`config.mk`:
```
export PLATFORM = sky130hd
export DESIGN_NAME = instr_fetch_ctrl_flat
export DESIGN_NICKNAME = d
export VERILOG_FILES = /design/src/rtl/instr_fetch_ctrl_pkg.sv /design/src/rtl/instr_fetch_ctrl_if.sv /design/src/rtl/instr_fetch_ctrl_fifo.sv /design/src/rtl/instr_fetch_ctrl.sv /design/src/flat_wrapper.sv
export SDC_FILE = /design/constraint.sdc
export NUM_CORES = 1
export LEC_CHECK = 0
export BUFFER_PORTS_ARGS = -buffer_cell sky130_fd_sc_hd__buf_4
export CAP_MARGIN = 30
export CORE_MARGIN = 5
export CORE_UTILIZATION = 49
export DETAILED_ROUTE_END_ITERATION = 10
export GPL_TIMING_DRIVEN = 1
export MAX_ROUTING_LAYER = met4
export PLACE_DENSITY_LB_ADDON = 0.2
export SLEW_MARGIN = 20
export SYNTH_ARGS = -nofsm -noshare
export SYNTH_HDL_FRONTEND = slang
export SYNTH_SLANG_ARGS = --single-unit
```
`constraint.sdc`:
```
create_clock -name clk -period 5.65 [get_ports clk]
set_clock_uncertainty 0.15 [all_clocks]
set_input_delay 1.13 -clock clk [delete_from_list [all_inputs] [get_ports clk]]
set_output_delay 1.13 -clock clk [all_outputs]
set_load 0.01 [all_outputs]
```
`src/rtl/instr_fetch_ctrl_pkg.sv`:
```
// Shared types and constants for the instruction fetch controller and its prefetch FIFO.
package instr_fetch_ctrl_pkg;

  typedef enum logic {
    ST_IDLE  = 1'b0,
    ST_FETCH = 1'b1
  } fetch_state_t;

  localparam logic [31:0] DEFAULT_RESET_PC = 32'h0000_0000;
  localparam logic [31:0] PC_INCR          = 32'd4;

  // Redirect targets are word-aligned by dropping the byte offset.
  function automatic logic [31:0] align_pc(input logic [31:0] pc);
    return {pc[31:2], 2'b00};
  endfunction

endpackage

```
`src/rtl/instr_fetch_ctrl_if.sv`:
```
// ROM and decode-side bus of the fetch controller: ROM word address/data plus the instruction handshake.
interface instr_fetch_ctrl_if #(
  parameter int ADDR_W = 6,
  parameter int DATA_W = 32
);

  logic [ADDR_W-1:0] imem_addr;
  logic [DATA_W-1:0] imem_data;
  logic              instr_valid;
  logic [DATA_W-1:0] instr_data;
  logic [31:0]       instr_pc;
  logic              instr_ready;

  modport master (
    output imem_addr, instr_valid, instr_data, instr_pc,
    input  imem_data, instr_ready
  );

  modport slave (
    input  imem_addr, instr_valid, instr_data, instr_pc,
    output imem_data, instr_ready
  );

endinterface

```
`src/rtl/instr_fetch_ctrl_fifo.sv`:
```
// Prefetch FIFO holding {pc, instruction} entries; flush empties it in one edge and beats push/pop.
module instr_fetch_ctrl_fifo #(
  parameter int WIDTH = 64,
  parameter int DEPTH = 2
) (
  input  logic                     clk,
  input  logic                     reset_n,
  input  logic                     push,
  input  logic                     pop,
  input  logic                     flush,
  input  logic [WIDTH-1:0]         wdata,
  output logic [WIDTH-1:0]         rdata,
  output logic [$clog2(DEPTH):0]   count,
  output logic                     full,
  output logic                     empty
);

  localparam int PTR_W = $clog2(DEPTH);
  localparam int CNT_W = PTR_W + 1;

  logic [WIDTH-1:0] mem [DEPTH];
  logic [PTR_W-1:0] wr_ptr;
  logic [PTR_W-1:0] rd_ptr;
  logic [CNT_W-1:0] cnt;
  logic             push_ok;
  logic             pop_ok;

  assign full    = (cnt == CNT_W'(DEPTH));
  assign empty   = (cnt == '0);
  assign pop_ok  = pop & ~empty;
  assign push_ok = push & (~full | pop_ok);
  assign count   = cnt;
  // Head reads as zero when empty so the decode side never sees stale entries.
  assign rdata   = empty ? '0 : mem[rd_ptr];

  always_ff @(posedge clk or negedge reset_n) begin
    if (!reset_n) begin
      wr_ptr <= '0;
      rd_ptr <= '0;
      cnt    <= '0;
    end else if (flush) begin
      wr_ptr <= '0;
      rd_ptr <= '0;
      cnt    <= '0;
    end else begin
      if (push_ok) wr_ptr <= wr_ptr + PTR_W'(1);
      if (pop_ok)  rd_ptr <= rd_ptr + PTR_W'(1);
      case ({push_ok, pop_ok})
        2'b10:   cnt <= cnt + CNT_W'(1);
        2'b01:   cnt <= cnt - CNT_W'(1);
        default: cnt <= cnt;
      endcase
    end
  end

  always_ff @(posedge clk) begin
    if (push_ok && !flush) mem[wr_ptr] <= wdata;
  end

endmodule

```
`src/rtl/instr_fetch_ctrl.sv`:
```
// Instruction fetch controller: owns the fetch PC, addresses the combinational ROM and
// prefetches words into a small FIFO toward decode; redirects flush and restart fetching.
module instr_fetch_ctrl
  import instr_fetch_ctrl_pkg::*;
#(
  parameter int          ADDR_W     = 6,
  parameter int          DATA_W     = 32,
  parameter int          FIFO_DEPTH = 2,
  parameter logic [31:0] RESET_PC   = DEFAULT_RESET_PC
) (
  input  logic                          clk,
  input  logic                          reset_n,
  input  logic                          fetch_en,
  input  logic                          redirect_valid,
  input  logic [31:0]                   redirect_pc,
  instr_fetch_ctrl_if.master            bus,
  output logic [$clog2(FIFO_DEPTH):0]   fifo_count,
  output logic                          misalign_err
);

  fetch_state_t          state_q;
  fetch_state_t          state_d;
  logic [31:0]           fetch_pc;
  logic                  push;
  logic                  pop;
  logic                  full;
  logic                  empty;
  logic [DATA_W+31:0]    head;

  always_ff @(posedge clk or negedge reset_n) begin
    if (!reset_n) state_q <= ST_IDLE;
    else          state_q <= state_d;
  end

  always_comb begin
    state_d = state_q;
    case (state_q)
      ST_IDLE:  if (fetch_en)  state_d = ST_FETCH;
      ST_FETCH: if (!fetch_en) state_d = ST_IDLE;
      default:  state_d = ST_IDLE;
    endcase
  end

  // A redirect kills the current cycle's push and the FIFO contents, including any pop in flight.
  assign pop  = ~empty & bus.instr_ready;
  assign push = (state_q == ST_FETCH) & fetch_en & ~redirect_valid & (~full | pop);

  always_ff @(posedge clk or negedge reset_n) begin
    if (!reset_n) begin
      fetch_pc     <= RESET_PC;
      misalign_err <= 1'b0;
    end else begin
      if (redirect_valid) begin
        fetch_pc <= align_pc(redirect_pc);
        if (redirect_pc[1:0] != 2'b00) misalign_err <= 1'b1;
      end else if (push) begin
        fetch_pc <= fetch_pc + PC_INCR;
      end
    end
  end

  instr_fetch_ctrl_fifo #(
    .WIDTH (DATA_W + 32),
    .DEPTH (FIFO_DEPTH)
  ) u_fifo (
    .clk     (clk),
    .reset_n (reset_n),
    .push    (push),
    .pop     (pop),
    .flush   (redirect_valid),
    .wdata   ({fetch_pc, bus.imem_data}),
    .rdata   (head),
    .count   (fifo_count),
    .full    (full),
    .empty   (empty)
  );

  assign bus.imem_addr   = fetch_pc[ADDR_W+1:2];
  assign bus.instr_valid = ~empty;
  assign bus.instr_pc    = head[DATA_W+31:DATA_W];
  assign bus.instr_data  = head[DATA_W-1:0];

endmodule

```
`src/flat_wrapper.sv`:
```
// flat-port wrapper written by rule: the top's interface ports become plain ports
module instr_fetch_ctrl_flat import instr_fetch_ctrl_pkg::*;
#(
  parameter int          ADDR_W     = 6,
  parameter int          DATA_W     = 32,
  parameter int          FIFO_DEPTH = 2,
  parameter logic [31:0] RESET_PC   = DEFAULT_RESET_PC
)
  (clk, reset_n, fetch_en, redirect_valid, redirect_pc, fifo_count, misalign_err, bus_imem_addr, bus_instr_valid, bus_instr_data, bus_instr_pc, bus_imem_data, bus_instr_ready);
  instr_fetch_ctrl_if #(.ADDR_W(ADDR_W), .DATA_W(DATA_W)) bus_i ();
  input  logic clk;
  input  logic reset_n;
  input  logic fetch_en;
  input  logic redirect_valid;
  input  logic [31:0] redirect_pc;
  output logic [$clog2(FIFO_DEPTH):0] fifo_count;
  output logic misalign_err;
  output wire logic [$bits(bus_i.imem_addr)-1:0] bus_imem_addr;
  output wire logic [$bits(bus_i.instr_valid)-1:0] bus_instr_valid;
  output wire logic [$bits(bus_i.instr_data)-1:0] bus_instr_data;
  output wire logic [$bits(bus_i.instr_pc)-1:0] bus_instr_pc;
  input wire logic [$bits(bus_i.imem_data)-1:0] bus_imem_data;
  input wire logic [$bits(bus_i.instr_ready)-1:0] bus_instr_ready;
  assign bus_imem_addr = bus_i.imem_addr;
  assign bus_instr_valid = bus_i.instr_valid;
  assign bus_instr_data = bus_i.instr_data;
  assign bus_instr_pc = bus_i.instr_pc;
  assign bus_i.imem_data = bus_imem_data;
  assign bus_i.instr_ready = bus_instr_ready;
  instr_fetch_ctrl #(.ADDR_W(ADDR_W), .DATA_W(DATA_W), .FIFO_DEPTH(FIFO_DEPTH), .RESET_PC(RESET_PC)) u_core (.clk(clk), .reset_n(reset_n), .fetch_en(fetch_en), .redirect_valid(redirect_valid), .redirect_pc(redirect_pc), .bus(bus_i), .fifo_count(fifo_count), .misalign_err(misalign_err));
endmodule
```
# Word-level counts from Yosys, hierarchy flattened
# Memories as Yosys holds them, arrays and structs flattened.
# Index checks and enable logic that the tools add are counted.
# totals
wordCells	47
memories	1
reg_bits	38
mem_bits_rw	128
input_bits	69
out_inout_bits	74
# mem_list
name	words	width	rd	rd_clocked_by_memory_dff	wr	line	rtl
u_core.u_fifo.mem	2	64	1	0	1	instr_fetch_ctrl_fifo.sv:21	logic [WIDTH-1:0] mem [DEPTH];
# classes
n_bitwise	11
n_reduce_logical	9
n_mux	12
n_eq_ne	3
addsub	5
# ops
operator	count
$mux 32	2
$mux 64	1
$add 32x3->32 const B	1
$reduce_bool 2->1	4
$mux 1	7
$and 1x1->1	6
$eq 2x2->1 const B	2
$pmux 2 s2	1
$not 1->1	3
$reduce_bool 3->1	1
$add 1x1->1 const B	2
$add 2x1->2 const B	1
$eq 2x1->1 const B	1
$logic_not 2->1	1
$mux 2	1
$or 1x1->1	2
$reduce_and 2->1	1
$sub 2x1->2 const B	1
$logic_and 1x1->1	1
$logic_not 1->1	1

# Logic depth before layout (Yosys ltp)
# logic_depth
word_depth	9
mapped_depth	7
mapped_depth_nobuf	6

# Hierarchy
# Synthesis repeated with hierarchy kept, for this count alone.
# hier_totals
cells_unflattened	525
hier_area_um2	7046.8
# modules_own_cells
module	instances	area_each_um2	seq_area_each_um2	cells_per_inst
instr_fetch_ctrl_fifo	1	5073.6	3943.8	298
instr_fetch_ctrl	1	1973.1	800.8	227

# Worst setup path before layout
# No wires, ideal clock.
# synth_timing
path_type	input-to-reg
from	input fetch_en
to	memory u_core.u_fifo.mem[0][0] (enable)
path_buffers	1
cell_stages	4
path_slack_ns	-0.817
t_arrival_ns	5.758
path_cell_list	and2_1 -> clkbuf_1 -> nand2_1 -> nor3_1
# synth_via
elab_chain_len	7
# synth_rtl
item	line	rtl
start, declared	flat_wrapper.sv:13	input logic fetch_en;
$and 1x1->1 (3 in series)	instr_fetch_ctrl.sv:46	assign push = (state_q == ST_FETCH) & fetch_en & ~redirect_valid & (~full | pop);
$and 1x1->1	instr_fetch_ctrl_fifo.sv:31	assign push_ok = push & (~full | pop_ok);
$logic_and 1x1->1	instr_fetch_ctrl_fifo.sv:57	if (push_ok && !flush) mem[wr_ptr] <= wdata;
$mux 1	instr_fetch_ctrl_fifo.sv:57	
$mux 1 (implied by the code)	instr_fetch_ctrl_fifo.sv:57	
end, declared	instr_fetch_ctrl_fifo.sv:21	
# Every way passes these cells.

# Worst setup path in the final report
# layout_timing
from	register u_core.u_fifo.cnt[0], in the netlist u_core.u_fifo.count[0]
to	output bus_instr_pc[26]
# layout_via
elab_chain_len	2
# layout_rtl
item	line	rtl
start, declared	instr_fetch_ctrl_fifo.sv:24	logic [CNT_W-1:0] cnt;
start signal, assigned	instr_fetch_ctrl_fifo.sv:49	2'b10: cnt <= cnt + CNT_W'(1);
start signal, assigned	instr_fetch_ctrl_fifo.sv:50	2'b01: cnt <= cnt - CNT_W'(1);
start signal, assigned	instr_fetch_ctrl_fifo.sv:51	default: cnt <= cnt;
$logic_not 2->1	instr_fetch_ctrl_fifo.sv:29	assign empty = (cnt == '0);
$mux 64	instr_fetch_ctrl_fifo.sv:34	assign rdata = empty ? '0 : mem[rd_ptr];
end, declared	flat_wrapper.sv:21	output wire logic [$bits(bus_i.instr_pc)-1:0] bus_instr_pc;
# Every way passes these cells.

==> Flow_metrics.wiki <==
{| class="wikitable"
! Metric !! Value
|-
| Area fraction in compound gates after synthesis || 0.0252
|-
| Main combinational cell family by area after synthesis || simple AND/OR/NAND/NOR gates
|-
| Post-synth EDFFs || 124
|-
| Delay of the slowest critical-path stage || 0.60 ns
|-
| List of cells traversed by the critical path || nor2_4 > buf_4 > nor2_1 > buf_4
|-
| Power Total || 2.66 mW
|-
| Worst setup EP type || primary output
|-
| Overall track demand over capacity in global routing || 0.178
|-
| R2r endpoint || u_core.u_fifo.mem[1][60]
|-
| Setup slack, reg-to-reg || 3.03 ns
|-
| Post-Syn Area || 6700 µm²
|-
| Area share of xor/xnor cells in the synthesized design || 0.0392
|-
| Dominant cells by area after synthesis || edfxtp_1 56%, dfrtp_1 13%, mux2i_1 9.4%
|-
| Buf/Inv on CP || 2
|-
| Number of antenna repair diodes || 0
|-
| Die span in y || 127 µm
|-
| Pin count of the biggest net entering global routing || 62
|-
| DRT Wirelength || 13.9 mm
|-
| Cell chosen for the clock root || clkbuf_16
|-
| Number of cells on the worst hold path || 1
|-
| Fraction of the yosys area taken by sequential cells || 0.690
|-
| Area occupied by multi-input gates || 1940 µm²
|-
| Tightest Pin Transition || 0.864 ns
|-
| Post-route core utilization || 0.637
|-
| Area post-placement || 7940 µm²
|-
| Maximum VDD drop || 0.000196 V
|-
| Critical path's most frequent cell || buf_4
|-
| DRT Pass-1 Iters || 6
|-
| Placer's final routability congestion estimate || 0.790
|-
| Fraction of layout instances using a drive strength above 1 || 0.298
|-
| Die footprint || 16,100 µm²
|-
| Detailed Route Iter0 Violations || 387
|-
| Site row count || 42
|-
| IO Port Bufs || 140
|-
| Total number of clock tree sinks || 160
|-
| Half-perimeter wire length after detailed placement || 9.61 mm
|-
| Post-CTS Setup Repair Bufs || 0
|-
| List of most frequent post-synthesis cells || 124 x edfxtp_1, 75 x nor2_1, 63 x mux2i_1, 39 x nand2_1, 36 x dfrtp_1
|-
| Clock tree from TritonCTS || done
|-
| Fraction of synthesized area in multiplexers || 0.101
|-
| Layout overhead on the synthesized area || 26.7%
|-
| Startpoint kind of the worst setup timing path || register
|-
| NumNets Final || 699
|-
| Vias in the first global route || 4,256
|-
| Data arrival time at the worst-slack endpoint || 2.30 ns
|-
| Top-count cell post-synth || edfxtp_1
|-
| Avg Synthesized Cell Area || 13.5 µm²
|-
| GRT overflow || 0
|-
| Hold Path Origin || u_core.misalign_err
|-
| Residual DRC count || 0
|-
| Critical path class || reg2out
|-
| Max-Slew Margin vs Limit || 0.419
|-
| Most common flop cell mapped by yosys || edfxtp_1
|-
| Leakage power figure || 3.15 nW
|-
| Final hold vios || 0
|-
| Number of antenna violations at the first check in global routing || 0
|-
| Cell family with most CP delay || simple AND/OR/NAND/NOR gates
|-
| Unrepaired setup endpoints after global routing || no
|-
| Number of synthesized register bits || 160
|-
| Crit path max-delay cell type || nor2_4
|-
| Class of the tightest hold or removal check || reg2reg
|-
| Vias per std cell || 5.21
|-
| Count of endpoints failing setup in the final report || 0
|-
| Fmax || 0.279 GHz
|-
| Worst r2r path cells || 4
|-
| Final min period || 3.58 ns
|-
| First-pass GRT wire length || 21.6 mm
|-
| Overall via count from detail_route || 4,265
|-
| Number of synthesis warnings || 0
|-
| Count of cell types in the netlist || 39
|-
| Final Max Tran Viols || 0
|-
| Cell count after synthesis || 495
|-
| Sum of negative setup slack || 0 ns
|-
| Critical path fanouts, max || 36
|-
| Arithmetic-cell share of the synthesized area counting full adders, half adders and majority gates || 0.00187
|-
| DIE WIDTH || 127 µm
|-
| Flip-flop and latch area || 4630 µm²
|-
| Endpoint, Worst Hold || u_core.misalign_err
|-
| Proportion of netlist area held by the largest area contributor || 0.555
|-
| Final instance area || 8500 µm²
|-
| Fraction of the mapped netlist area in simple logic gates || 0.118
|-
| Crit share post-route || 0.634
|-
| Launch point of the worst reg-to-reg path || u_core.u_fifo.count[1]
|-
| Required arrival time at the worst endpoint || 4.37 ns
|-
| Routed wire per std cell || 17.0 µm
|-
| Clock Latency Late Sink || 0.41 ns
|-
| Starting density of the core || 0.502
|-
| Number of buffers inserted for hold repair after clock tree synthesis || 0
|-
| Count of nets left with antenna violations after detail routing || 0
|-
| Maximum level of the CTS H-tree || 4
|-
| Fillers || 1,030
|-
| Clock Path Buffers || 2
|-
| Async set or reset register ratio after synthesis || 0.225
|-
| Cell type with the largest total area after synthesis || edfxtp_1
|-
| Number of gates resized after CTS || 0
|-
| Number of buffers created by CTS || 17
|-
| Core Box Area || 13,300 µm²
|-
| Number of ports placed on the die boundary || 143
|-
| Clock transition at the registers of the reported paths || 0.06 ns
|-
| Result of the run || finished clean
|-
| Number of maximum-capacitance constraint violations || 0
|-
| Pwr per Cell Area || 313 nW/µm²
|}
state kept, by name, summed over array words and instances (netlist names):
register / count
u_core.u_fifo.mem: 124
u_core.fetch_pc: 30
u_core.u_fifo.count: 2
u_core.misalign_err: 1
u_core.state_q: 1
u_core.u_fifo.rd_ptr: 1
u_core.u_fifo.wr_ptr: 1
where the power goes:
group | switching [mW] | leakage, nW | internal, mW
logic | 0.112 | 1.32 | 0.110
registers | 0.0458 | 1.56 | 1.32
clock network | 0.459 | 0.271 | 0.611
total | 0.617 | 3.15 | 2.04
cells in the final DEF, fill, tap and decap left out, drive strengths merged:
master    count
clkinv        7
inv           7
conb          2
dfrtp        36
ha            1
a2111oi       1
or3b          1
nor2         76
a21oi         1
clkbuf       17
clkinvlp      2
nand3        15
a31oi         1
and3          4
nor3          7
bufinv        1
and2          3
nor4          4
a221oi        1
nand4        11
xor2         15
nand2b        1
edfxtp      124
mux2          4
and4          2
xnor2        15
nand2        39
or2           1
nor3b         3
nand3b        1
buf         146
or4           1
mux2i        63
o21ai        28
or3           1
how the worst max path moves through the flow:
stage	cells past startpoint	endpoint	from	slack, ns
4_1_cts	4	bus_instr_pc[26]	u_core.u_fifo.count[0]	2.03
3_5_place_dp	5	u_core.u_fifo.mem[1][58]	fetch_en	2.26
3_3_place_gp	5	u_core.u_fifo.mem[1][57]	fetch_en	1.96
6_report	4	bus_instr_pc[26]	u_core.u_fifo.count[0]	2.07
2_1_floorplan	4	u_core.u_fifo.mem[0][0]	fetch_en	1.08
5_1_grt	4	bus_instr_valid	u_core.u_fifo.count[0]	1.89
routing by layer:
metal  up-vias  global-route usage  wire length, µm
li1       2045                   -                -
met1      2071               0.213             5820
met2       135               0.297             7090
met3        14              0.0462              798
met4         0              0.0580              180
met5         -                   -                0
cell families after synthesis:
group                    Yosys count
flip-flops                       160
other                              1
XOR/XNOR                          30
AO/OA/AOI/OAI                     32
adder cells (fa/ha/maj)            1
AND/OR/NAND/NOR                  170
multiplexers                      67
buffers and inverters             34
stage by stage:
stage | std cells | hold WS [ns] | setup WS [ns]
after floorplan | 496 | 0.313 | 1.08
after global placement | 784 | 0.304 | 1.96
after detailed placement | 786 | 0.305 | 2.26
after CTS | 818 | 0.323 | 2.03
after global routing | 818 | 0.352 | 1.89
final | 818 | 0.314 | 2.07
worst register-to-register path, cell delays in order, from the launching register on:
cell,delay [ns]
dfrtp_1,0.47
nor3b_2,0.24
nor2_2,0.40
and3_4,0.71
buf_4,0.35
cell type report:
cell class | instances | area share
flip-flops and latches | 160 | 0.545
multi-input cells | 302 | 0.229
repair buffers | 146 | 0.134
clock buffers | 17 | 0.0501
well taps | 176 | 0.0259
clock inverters | 15 | 0.0159
inverters | 2 | 0.000884
(Power assumes the default switching activity.)
